`config.mk`:
```
export PLATFORM = sky130hd
export DESIGN_NAME = com_test_sequencer
export DESIGN_NICKNAME = d
export VERILOG_FILES = /design/src/rtl/cms_pix28_package.sv /design/src/rtl/com_run_timer.sv /design/src/rtl/com_test_sequencer.sv
export SDC_FILE = /design/constraint.sdc
export NUM_CORES = 1
export LEC_CHECK = 0
export CAP_MARGIN = 20
export CORE_MARGIN = 2
export CORE_UTILIZATION = 45
export CTS_CLUSTER_DIAMETER = 100
export DETAILED_ROUTE_END_ITERATION = 16
export PLACE_DENSITY = 0.78
export RECOVER_POWER = 100
export SYNTH_ARGS = -nofsm -noshare
export SYNTH_HDL_FRONTEND = slang
export SYNTH_SLANG_ARGS = --single-unit
```
`constraint.sdc`:
```
create_clock -name clk -period 9.1 [get_ports clk]
set_clock_uncertainty 0.2 [all_clocks]
set_input_delay 1.82 -clock clk [delete_from_list [all_inputs] [get_ports clk]]
set_output_delay 1.82 -clock clk [all_outputs]
set_load 0.01 [all_outputs]
```
`src/rtl/cms_pix28_package.sv`:
```
// ---------------------------------------------------------------------------
// cms_pix28_package
//   Shared types and constants for the pixel-chip test sequencer.
//   - seq_state_t : sequencer FSM states
//   - NUM_TESTS_C : number of test engines on the shared datapath
//   - test_number_1..test_number_5 : test numbers reported on active_test
//   - test_number(): maps a zero-based engine index to its test number
// ---------------------------------------------------------------------------
package cms_pix28_package;

    typedef enum logic [2:0] {
        IDLE   = 3'd0,
        START  = 3'd1,
        RUN    = 3'd2,
        FINISH = 3'd3,
        ABORT  = 3'd4
    } seq_state_t;

    localparam int NUM_TESTS_C = 5;

    // Width of the registered engine index (covers up to 8 engines).
    localparam int SEL_W = 3;

    localparam logic [3:0] test_number_1 = 4'd1;
    localparam logic [3:0] test_number_2 = 4'd2;
    localparam logic [3:0] test_number_3 = 4'd3;
    localparam logic [3:0] test_number_4 = 4'd4;
    localparam logic [3:0] test_number_5 = 4'd5;

    function automatic logic [3:0] test_number(input logic [SEL_W-1:0] idx);
        case (idx)
            3'd0:    return test_number_1;
            3'd1:    return test_number_2;
            3'd2:    return test_number_3;
            3'd3:    return test_number_4;
            3'd4:    return test_number_5;
            default: return 4'd0;
        endcase
    endfunction

endpackage

```
`src/rtl/com_run_timer.sv`:
```
// ---------------------------------------------------------------------------
// com_run_timer
//   Saturating run-cycle counter plus timeout compare.
//   Ports:
//     clk, reset_n    : clock, asynchronous active-low reset
//     clear           : load 0 (takes priority over enable)
//     enable          : advance the counter by one (saturates at all-ones)
//     timeout_cycles  : run limit; 0 disables the timeout flag
//     count_next      : value the counter takes on the next enabled edge
//     timeout         : the next enabled edge brings the count to the limit
// ---------------------------------------------------------------------------
module com_run_timer #(
    parameter int CNT_W = 32
) (
    input  logic             clk,
    input  logic             reset_n,
    input  logic             clear,
    input  logic             enable,
    input  logic [CNT_W-1:0] timeout_cycles,
    output logic [CNT_W-1:0] count_next,
    output logic             timeout
);

    logic [CNT_W-1:0] count;

    assign count_next = (&count) ? count : count + CNT_W'(1);

    // Compare against the incremented value so that the exit edge itself is
    // the one on which the count reaches timeout_cycles; the captured run
    // length then equals the limit exactly.
    assign timeout = (timeout_cycles != '0) && (count_next >= timeout_cycles);

    always_ff @(posedge clk or negedge reset_n) begin
        if (!reset_n) begin
            count <= '0;
        end else if (clear) begin
            count <= '0;
        end else if (enable) begin
            count <= count_next;
        end
    end

endmodule

```
`src/rtl/com_test_sequencer.sv`:
```
// ---------------------------------------------------------------------------
// com_test_sequencer
//   Grants the shared pixel-chip datapath to one test engine at a time,
//   supervises it until done or timeout, then releases the datapath.
//
//   Ports:
//     clk, reset_n      : clock, asynchronous active-low reset
//     op_code_w_reset   : synchronous abort + sticky-status clear (level)
//     test_enable_re    : start request pulses, bit i = test number i+1
//     timeout_cycles    : run limit in clk cycles, 0 = no timeout
//     test_done         : done pulses from the engines
//     test_run          : one-hot grant level (START and RUN only)
//     test_start        : one-cycle start pulse to the granted engine
//     test_abort        : one-cycle abort pulse to all engines
//     busy              : high in every state except IDLE
//     active_test       : granted test number, 0 in IDLE
//     status_done       : sticky, last run ended via test_done
//     status_timeout    : sticky, last run was killed by the timeout
//     status_collision  : sticky, a start request was dropped
//     run_cycles        : START+RUN cycle count of the last finished run
//     state             : current FSM state (debug visibility)
//
//   Handshake: there is no back-pressure. A request is a single-cycle pulse
//   on test_enable_re; it is either accepted in IDLE on the edge it is
//   sampled or dropped (and flagged as a collision). Engines answer with a
//   single-cycle test_done pulse while their test_run bit is high.
// ---------------------------------------------------------------------------
module com_test_sequencer
    import cms_pix28_package::*;
#(
    parameter int NUM_TESTS = NUM_TESTS_C,
    parameter int CNT_W     = 32
) (
    input  logic                 clk,
    input  logic                 reset_n,
    input  logic                 op_code_w_reset,
    input  logic [NUM_TESTS-1:0] test_enable_re,
    input  logic [CNT_W-1:0]     timeout_cycles,
    input  logic [NUM_TESTS-1:0] test_done,
    output logic [NUM_TESTS-1:0] test_run,
    output logic [NUM_TESTS-1:0] test_start,
    output logic                 test_abort,
    output logic                 busy,
    output logic [3:0]           active_test,
    output logic                 status_done,
    output logic                 status_timeout,
    output logic                 status_collision,
    output logic [CNT_W-1:0]     run_cycles,
    output seq_state_t           state
);

    seq_state_t       state_next;
    logic [SEL_W-1:0] sel;
    logic [SEL_W-1:0] req_sel;
    logic             req_any;
    logic             req_multi;
    logic             accept;
    logic             timeout_hit;
    logic             counting;
    logic             leaving_run;
    logic             timeout_flag;
    logic [CNT_W-1:0] count_next;
    logic [NUM_TESTS-1:0] grant;

    // Lowest set request bit wins; scanning downward leaves the lowest index.
    always_comb begin
        req_sel = '0;
        for (int i = NUM_TESTS - 1; i >= 0; i--) begin
            if (test_enable_re[i]) begin
                req_sel = SEL_W'(i);
            end
        end
        req_any   = |test_enable_re;
        // Clearing the lowest set bit leaves something only if >1 bit was set.
        req_multi = (test_enable_re & (test_enable_re - NUM_TESTS'(1))) != '0;
    end

    assign counting    = (state == START) || (state == RUN);
    assign leaving_run = counting && ((state_next == FINISH) || (state_next == ABORT));
    assign grant       = NUM_TESTS'(1) << sel;

    com_run_timer #(
        .CNT_W (CNT_W)
    ) u_run_timer (
        .clk            (clk),
        .reset_n        (reset_n),
        .clear          (accept),
        .enable         (counting),
        .timeout_cycles (timeout_cycles),
        .count_next     (count_next),
        .timeout        (timeout_flag)
    );

    // Next-state logic. RUN exit priority: abort, done, timeout.
    always_comb begin
        state_next  = state;
        accept      = 1'b0;
        timeout_hit = 1'b0;
        case (state)
            IDLE: begin
                if (req_any && !op_code_w_reset) begin
                    state_next = START;
                    accept     = 1'b1;
                end
            end
            START: begin
                state_next = op_code_w_reset ? ABORT : RUN;
            end
            RUN: begin
                if (op_code_w_reset) begin
                    state_next = ABORT;
                end else if (test_done[sel]) begin
                    state_next = FINISH;
                end else if (timeout_flag) begin
                    state_next  = ABORT;
                    timeout_hit = 1'b1;
                end
            end
            FINISH:  state_next = IDLE;
            ABORT:   state_next = IDLE;
            default: state_next = IDLE;
        endcase
    end

    // Outputs decoded from the registered state and grant index only.
    always_comb begin
        test_run    = '0;
        test_start  = '0;
        test_abort  = 1'b0;
        busy        = (state != IDLE);
        active_test = 4'd0;
        if (counting) begin
            test_run = grant;
        end
        if (state == START) begin
            test_start = grant;
        end
        if (state == ABORT) begin
            test_abort = 1'b1;
        end
        if (state != IDLE) begin
            active_test = test_number(sel);
        end
    end

    always_ff @(posedge clk or negedge reset_n) begin
        if (!reset_n) begin
            state            <= IDLE;
            sel              <= '0;
            status_done      <= 1'b0;
            status_timeout   <= 1'b0;
            status_collision <= 1'b0;
            run_cycles       <= '0;
        end else begin
            state <= state_next;
            if (accept) begin
                sel <= req_sel;
            end
            // The exit edge is also a counting edge, so capture the
            // incremented value; run_cycles is then valid in FINISH/ABORT.
            if (leaving_run) begin
                run_cycles <= count_next;
            end
            if (op_code_w_reset) begin
                status_done      <= 1'b0;
                status_timeout   <= 1'b0;
                status_collision <= 1'b0;
            end else begin
                if (accept) begin
                    status_done    <= 1'b0;
                    status_timeout <= 1'b0;
                end
                if (state == RUN && state_next == FINISH) begin
                    status_done <= 1'b1;
                end
                if (timeout_hit) begin
                    status_timeout <= 1'b1;
                end
                if ((state == IDLE && req_multi) || (state != IDLE && req_any)) begin
                    status_collision <= 1'b1;
                end
            end
        end
    end

endmodule

```
==> impl_results.md <==
- Syn_nets: 601
- Slew HR: -160%
- GPL Wtd Cong: 0.819
- Register area share after synthesis: 38.7%
- Ports: 99
- Mapped Area: 0.00472 sq mm
- Post-layout min period: 6610 ps
- Hold-fix buffers at CTS: 0
- Met3 wire length: 722 um
- Post-CTS setup buffer count: 0
- # port buffers: 97
- R2R depth: 16
- Initial antenna violation count: 0
- Setup_tns: 0 ps
- Largest net degree at the start of global routing: 74
- Setup Slack @ Placement: 3590 ps
- Max Fclk: 151 MHz
- Flop2flop setup slack: 2490 ps
- Worst stage delay on the critical path: 1070 ps
- Slew @ Worst Pin: 3910 ps
- Critical Path Start Type: flop
- Vias: 4258
- Most common cell after layout, fill and taps aside: dfrtp_1
- Crit path from: u_run_timer.count[0]$_DFFE_PN0P_
- CP top delay family: simple AND/OR/NAND/NOR gates
- WL/cell: 16.1 um
- Post-Route WL: 12100 um
- Max layer used: met4
- Gate Count Post-Synth: 523
- Critical path capture point type: flop
- Vias in the first global route: 4408
- Commonest cells after routing, fill and taps aside: dfrtp_1 (73), dlygate4sd3_1 (57), nand2_1 (53)
- Core ar.: 0.0102 sq mm
- Post-synth EDFFs: 0
- Effective utilization at floorplan: 46.1%
- Critical path class: flop to flop
- P per Cell Area: 183 mW/mm^2
- Worst reg2reg path endpoint: run_cycles[21]$_DFFE_PN0P_
- Leakage: 2.97 nW
- CP Max Fanout: 17
- Row count: 37
- Layout cells sized above 1: 8.74%
- Clock Path Buffers: 2
- Fin. Hold Viols: 0
- Max cap viols: 1
- Min-Delay Path Class: flop to flop
- Worst Hold Depth: 1
- Status: complete, but fails checks
- WP buf/inv: 1
- Worst Slack Setup Final: 2490 ps
- Failing checks: capacitance limit, slew limit
- # setup viols final: 0
- Origin of the critical flop-to-flop path: u_run_timer.count[0]$_DFFE_PN0P_
- Antenna Cells: 0
- Die area: 0.0113 sq mm
- Die Wd: 106 um
- Ys flop type: dfrtp_1
- Layout area overhead: 26.7%
- DR pass1 iterations: 5
- Met2 WL: 6220 um
- Fillers: 909
- Routed Antenna Nets: 0
- Worst-path cell chain: ha_1, nand2_1, or4_1, nor4_1, nor2_1, nand3_1, xnor2_1, ha_1, nand4_1, nor3_1, o311ai_0, nand4_1, a211oi_1, o311ai_4, clkbuf_1, mux2_2
- Global route overflow: 0
- H-tree depth: 3
- Final instance area: 0.00598 sq mm
- Worst vdd ir: 139 uV
- DRC violations left: 0
- CTS tree: built
- Detailed placement HPWL: 9050 um
- M1 WL: 4970 um
- Worst-path clk slew: 80 ps
- DR iter-0 viols: 257
- Synth Area per Inst: 9.02 sq um
- Vias/cell: 5.65
- Clk Latency, worst-skew pair: 360 ps
- Seq cells post-synth: 73
- Die Height: 106 um
- Resized cells post-CTS: 0
- All-Layer GR Usage: 22.0%
- Ys Warns: 0
- RSZ-0062 raised after global routing: no
- Synth unique cells: 48
- Required time worst endpoint: 9140 ps
- WHS Endpoint: run_cycles[1]$_DFFE_PN0P_
- Root Driver: clkbuf_8
- Num CTS Buffers: 9
- Hold Crit Start: run_cycles[1]$_DFFE_PN0P_
- Layout Nets: 692
- First-pass GRT wire length: 20100 um
- Asr flop ratio synth: 100%
- Critical-path cell with the highest stage delay: nor4_1
- Critical path arrival: 6650 ps
- Cell Area, Placed: 0.00581 sq mm
- Slew Limit Fails: 74
- CTS sink cnt: 73
- Period Utilization, post-route: 72.7%
synthesized netlist by cell type (all sizes together) (12+ instances only):
master	instances	area share (%)
a21oi	35	3.7
clkbuf	15	1.2
dfrtp	73	39
ha	33	8.7
inv	43	3.4
mux2	33	7.9
nand2	53	4.2
nand3	25	2.7
nor2	31	2.5
nor4	14	2.2
o21ai	27	2.9
o31ai	12	1.9
xnor2	21	3.9
kinds of logic (layout without fill, tap and decap cells):
kind of cell / Yosys count / count (layout) / synth area share [%]
adder cells (fa/ha/maj): 34 / 34 / 8.96
AND/OR/NAND/NOR: 179 / 179 / 19.0
buffers and inverters: 65 / 160 / 5.51
other: 1 / 1 / 0.0795
AO/OA/AOI/OAI: 104 / 104 / 13.5
XOR/XNOR: 30 / 30 / 5.57
flip-flops: 73 / 73 / 38.7
multiplexers: 37 / 37 / 8.72
routing by layer:
metal	GRT usage [%]	up-vias
met5	0	-
met4	7.42	0
met3	5.27	28
met2	39.3	142
met1	25.9	2042
li1	-	2046
registers in the layout, indices dropped and copies added, names as in the netlist:
signal,count
run_cycles,32
u_run_timer.count,32
sel,3
state,3
status_collision,1
status_done,1
status_timeout,1
area by class of cell:
cell class                 instances  area [sq um]  area share [%]
multi-input combinational        385          2630            44.0
inverter                          43           161            2.70
clock inverter                     3          40.0           0.669
tap                              136           170            2.85
sequential                        73          1830            30.5
clock buffer                      12           155            2.59
timing repair buffer             102           996            16.7
how the worst max path moves through the flow:
stage	cells past startpoint	endpoint
after floorplan	14	run_cycles[23]$_DFFE_PN0P_
final	16	run_cycles[21]$_DFFE_PN0P_
after CTS	14	run_cycles[19]$_DFFE_PN0P_
after detailed placement	11	run_cycles[28]$_DFFE_PN0P_
after global routing	16	run_cycles[19]$_DFFE_PN0P_
after global placement	11	run_cycles[26]$_DFFE_PN0P_
power breakdown:
group | internal [mW] | switching (mW)
clock | 0.139 | 0.120
sequential | 0.348 | 0.0396
combinational | 0.180 | 0.266
through the flow:
step / utilization (%) / hold slack, ps / std cells / power [mW]
after global routing: 58.5 / 330 / 754 / 1.16
final: 58.5 / 306 / 754 / 1.09
after global placement: 56.8 / 286 / 739 / 0.836
after floorplan: - / 283 / 523 / 0.675
after detailed placement: 56.8 / 295 / 739 / 0.850
after CTS: 58.7 / 315 / 754 / 1.11
(Power assumes the default switching activity.)
==> patch 1, RTL diff (same flow settings) <==
`CNT_W` is set to 32 in 2 places; all go to 64.
--- a/src/rtl/com_run_timer.sv
+++ b/src/rtl/com_run_timer.sv
@@ -10,7 +10,7 @@
 //     timeout         : the next enabled edge brings the count to the limit
 // ---------------------------------------------------------------------------
 module com_run_timer #(
-    parameter int CNT_W = 32
+    parameter int CNT_W = 64
 ) (
     input  logic             clk,
     input  logic             reset_n,
--- a/src/rtl/com_test_sequencer.sv
+++ b/src/rtl/com_test_sequencer.sv
@@ -29,7 +29,7 @@
     import cms_pix28_package::*;
 #(
     parameter int NUM_TESTS = NUM_TESTS_C,
-    parameter int CNT_W     = 32
+    parameter int CNT_W     = 64
 ) (
     input  logic                 clk,
     input  logic                 reset_n,
Interface: changed (resized run_cycles and timeout_cycles); port bits go from 99 to 163. The function was not compared with the original's and may differ.
==> patch 1 against the original RTL <==
  * The run still ends with max-capacitance violations, max-slew violations left
  * Count of clock-buffer cells in the layout increased by 12
  * Power rose by 93%
  * Worst setup slack worse by 0.47 ns
  * Sequential cell count up 64
  * Wire length grew 110%
  * First-iteration DRC count grew to 2.6 times the old value
  * Core utilization fell by 0.29 points
  * Synthesized area up 90%
  * Design area grew 90%
  * Global-route usage rose by 2.5 points
  * Synthesized cell count up 87%
  * Non-clock buffer count rose by 66
  * Critical path type unchanged
  * Largest cell class unchanged
  * Highest routed layer unchanged
==> patch 1: results (changes against the original RTL) <==
- Run status: complete, but fails checks (unchanged)
- Seq/Total Area, Yosys: 0.383 (was 0.387)
- Routed wl met3: 1510 um (was 722 um)
- Overall routed net length: 25200 um (was 12100 um)
- Fillcell total: 1720 (was 909)
- First-pass GRT wire length: 41700 um (was 20100 um)
- Initial DRC count: 656 (was 257)
- Hold Slack: 0.296 ns (was 0.306 ns)
- Pleak: 5.50 nW (was 2.97 nW)
- Final max-slew violation count: 84 (was 74)
- Clock slew at reported path FFs: 0.06 ns (was 0.08 ns)
- Drt pass-1 iters: 7 (was 5)
- Nets@finish: 1257 (was 692)
- Vias: 7962 (was 4258)
- CP Launch Point: u_run_timer.count[12] (was u_run_timer.count[0])
- Root Driver: clkbuf_16 (was clkbuf_8)
- Post-Synthesis Cells: 977 (was 523)
- Compound-gate portion of the synthesized area: 0.128 (was 0.135)
- Final period utilization: 0.778 (was 0.727)
- Failing checks: max-capacitance violations, max-slew violations (unchanged)
- Max-cap violations: 1 (unchanged)
- Slowest CP cell: clkbuf_2 (was nor4_1)
- Synth Area in XOR/XNOR: 0.0651 (was 0.0557)
- Hold Path End: run_cycles[3] (was run_cycles[1])
- Area share of fa/ha/maj cells after synthesis: 0.0919 (was 0.0896)
-- patch 1: cell type report --
| class | instances | area, um^2 | share of cell area |
|---|---|---|---|
| clock buffer | 24 | 492 | 0.0433 |
| tap | 265 | 332 | 0.0292 |
| inverter | 80 | 300 | 0.0264 |
| timing repair buffer | 168 | 1650 | 0.145 |
| sequential | 137 | 3430 | 0.302 |
| clock inverter | 8 | 140 | 0.0123 |
| multi-input combinational | 711 | 5020 | 0.442 |
-- patch 1: power by group through the flow --
| stage | clock network [mW] | registers, mW | logic [mW] |
|---|---|---|---|
| floorplan | 0 | 0.674 | 0.445 |
| global placement | 0 | 0.688 | 0.688 |
| detailed placement | 0 | 0.689 | 0.702 |
| CTS | 0.753 | 0.678 | 0.707 |
| global route | 0.782 | 0.683 | 0.751 |
| finish | 0.746 | 0.678 | 0.688 |
==> patch 2, RTL diff (config.mk and constraints unchanged) <==
Without the edit above. Add an input register stage for `test_enable_re`; this delays it by one clock. The other inputs are not delayed to match.
--- a/src/rtl/com_test_sequencer.sv
+++ b/src/rtl/com_test_sequencer.sv
@@ -49,6 +49,12 @@
     output seq_state_t           state
 );
 
+    logic [NUM_TESTS-1:0] test_enable_re_q;
+
+    always_ff @(posedge clk) begin
+        test_enable_re_q <= test_enable_re;
+    end
+
     seq_state_t       state_next;
     logic [SEL_W-1:0] sel;
     logic [SEL_W-1:0] req_sel;
@@ -66,13 +72,13 @@
     always_comb begin
         req_sel = '0;
         for (int i = NUM_TESTS - 1; i >= 0; i--) begin
-            if (test_enable_re[i]) begin
+            if (test_enable_re_q[i]) begin
                 req_sel = SEL_W'(i);
             end
         end
-        req_any   = |test_enable_re;
+        req_any   = |test_enable_re_q;
         // Clearing the lowest set bit leaves something only if >1 bit was set.
-        req_multi = (test_enable_re & (test_enable_re - NUM_TESTS'(1))) != '0;
+        req_multi = (test_enable_re_q & (test_enable_re_q - NUM_TESTS'(1))) != '0;
     end
 
     assign counting    = (state == START) || (state == RUN);
Function: changed (Yosys sat finds a counterexample within 4 cycles, from zero or initial values and one cycle with reset_n low).
==> patch 2 against the original RTL <==
  * The run still ends with max-capacitance violations, max-slew violations left
  * Worst setup slack got worse by 0.31 ns
  * Synthesized area rose by 6.8%
  * Non-clock buffer count fell by 1
  * Sequential cell count rose by 5
  * Maximum frequency fell by 4.4%
  * Count of clock-buffer cells in the layout fell by 2
  * Wire length rose by 4.3%
  * Global-route usage rose by 0.12 points
  * Design area rose by 5.1%
  * Power rose by 2.0%
  * Core utilization fell by 0.71 points
  * Largest cell class unchanged
  * Largest power group unchanged
  * Highest routed layer unchanged
==> patch 2: results (changes against the original RTL) <==
- Number of global-route vias before repair: 4199 (was 4408)
- Pleak: 3.02 nW (was 2.97 nW)
- Final max-slew violation count: 91 (was 74)
- Gp weighted congestion: 0.885 (was 0.819)
- Synth area leaders: dfrtp_1, ha_1, mux2_2 (unchanged)
- Rel. slew slack: -1.66 (was -1.60)
- Number of diodes: 0 (unchanged)
- Initial antenna violation count: 0 (unchanged)
- Mean Syn Cell Area: 9.86 um^2 (was 9.02 um^2)
- Drt pass-1 iters: 4 (was 5)
- Post-synth cell types: 68 (was 48)
- Port Buf Inserts: 97 (unchanged)
- Vias: 4247 (was 4258)
- Syn nets: 589 (was 601)
- Worst hold path class: flop to flop (unchanged)
- Area share of fa/ha/maj cells after synthesis: 0.0839 (was 0.0896)
- Compound-gate portion of the synthesized area: 0.155 (was 0.135)
- Synth Area in XOR/XNOR: 0.0579 (was 0.0557)
- Fillcell total: 936 (was 909)
- Clock latency at the later pin of the worst-skew pair: around 0.37 ns
- Initial DRC count: 209 (was 257)
- Placed cell count: 731 (was 739)
- Root Driver: clkbuf_8 (unchanged)
- CTS Buf Count: 9 (unchanged)
- CP Max Fanout: 17 (unchanged)
- Post_cts resized: 0 (unchanged)
- First-pass GRT wire length: 20600 um (was 20100 um)
- Fraction of registers with async set or reset after synthesis: 0.936 (was 1.00)
- GRT Resource Usage Total: 0.221 (was 0.220)
- CTS max path bufs: 2 (unchanged)
- Synth warn: 0 (unchanged)
- Commonest cells post-synth: dfrtp_1, inv_1, ha_1 (was dfrtp_1, nand2_1, inv_1)
- VDD IR max: 0.117 mV (was 0.139 mV)
- Drt via density: 5.69 (was 5.65)
- Mux share of post-synthesis cell area: 0.0817 (was 0.0872)
- Share of layout cells above drive strength 1: 0.110 (was 0.0874)
- Clock slew at reported path FFs: 0.08 ns (about the same)
- Detail Placement HPWL: 9510 um (was 9050 um)
- Cell-internal power: 0.684 mW (was 0.668 mW)
- Top Registers: run_cycles x32, u_run_timer.count x32, test_enable_re_q x5 (was run_cycles x32, u_run_timer.count x32)
- Routed len/inst: 17.0 um (was 16.1 um)
- H-tree depth: 3 (unchanged)
- Largest net degree at the start of global routing: 74 (unchanged)
- Nets@finish: 680 (was 692)
- Failing checks: max-capacitance violations, max-slew violations (unchanged)
- Ys flop type: dfrtp_1 (unchanged)
- Setup Fix Bufs, Post-CTS: 0 (unchanged)
- Max-cap violations: 3 (was 1)
- Run status: complete, but fails checks (unchanged)
- Seq/Total Area, Yosys: 0.382 (was 0.387)
patch 2: changes by cell type in the layout (fill, tap and decap cells not counted), sizes merged, moves of 4 or more:
cell,change
nand2,-23
a22o,+15
o21ai,-7
o31ai,-7
nor3,+6
dfxtp,+5
xor2,-5
a21oi,-4
and3,-4
nand4,+4
o22ai,-4
xnor2,+4
patch 2: area by class of cell:
class	instances	area, um^2	share of cell area
tap	140	175	0.0279
sequential	78	1930	0.306
timing repair buffer	101	988	0.157
inverter	40	150	0.0239
multi-input combinational	372	2840	0.452
clock buffer	10	138	0.0219
clock inverter	6	68.8	0.0109
patch 2: final timing paths:
| kind | from | endpoint | slack [ns] | depth (start not counted) |
|---|---|---|---|---|
| min in group asynchronous | reset_n | sel[2] | 2.73 | 2 |
| setup reg to reg | u_run_timer.count[0] | run_cycles[7] | 2.18 | 13 |
| hold / removal | run_cycles[17] | run_cycles[17] | 0.29 | 1 |
| setup / recovery | u_run_timer.count[0] | run_cycles[7] | 2.18 | 13 |
| max in group asynchronous | reset_n | run_cycles[4] | 3.69 | 2 |
| hold reg to reg | run_cycles[17] | run_cycles[17] | 0.29 | 1 |
patch 2: metrics by stage:
step | instance area, um^2 | worst slack (ns)
after floorplan | 5040 | 5.03
after global placement | 6110 | 3.59
after detailed placement | 6110 | 3.48
after CTS | 6320 | 3.44
after global routing | 6290 | 1.67
final | 6290 | 2.18
patch 2: kinds of logic (layout without fill, tap and decap cells):
group / after synthesis / after routing
and+or+nand+nor: 161 / 161
AOI/OAI and AO/OA: 110 / 110
other: 1 / 1
adders and majority gates: 34 / 34
buffers and inverters: 61 / 157
DFF: 78 / 78
xor gates and xnor gates: 29 / 29
muxes: 37 / 37
patch 2: metal layers:
| metal | routed length [um] | vias up | GRT usage | share of wire |
|---|---|---|---|---|
| li1 | - | 2041 | - | - |
| met1 | 5670 | 2053 | 0.296 | 0.45 |
| met2 | 6020 | 124 | 0.344 | 0.47 |
| met3 | 593 | 29 | 0.0403 | 0.047 |
| met4 | 387 | 0 | 0.108 | 0.031 |
| met5 | 0 | - | 0 | 0 |
patch 2: power groups by stage:
stage                     sequential (mW)  clock, mW  combinational (mW)
after floorplan                     0.406          0               0.294
after global placement              0.419          0               0.438
after detailed placement            0.421          0               0.450
after CTS                           0.414      0.278               0.452
after global routing                0.421      0.299               0.469
final                               0.414      0.272               0.429
patch 2: worst max-delay path: stages, from the launching register on:
cell	delay (ns)
dfrtp_1	0.44
ha_1	0.55
nand3_1	0.19
nor2_1	0.27
nand4_1	0.50
xnor2_1	0.38
ha_1	0.27
nand2b_1	0.14
a2111oi_0	0.68
o32a_1	0.28
a21oi_1	0.10
o32ai_1	1.90
buf_4	0.53
mux2_2	0.37
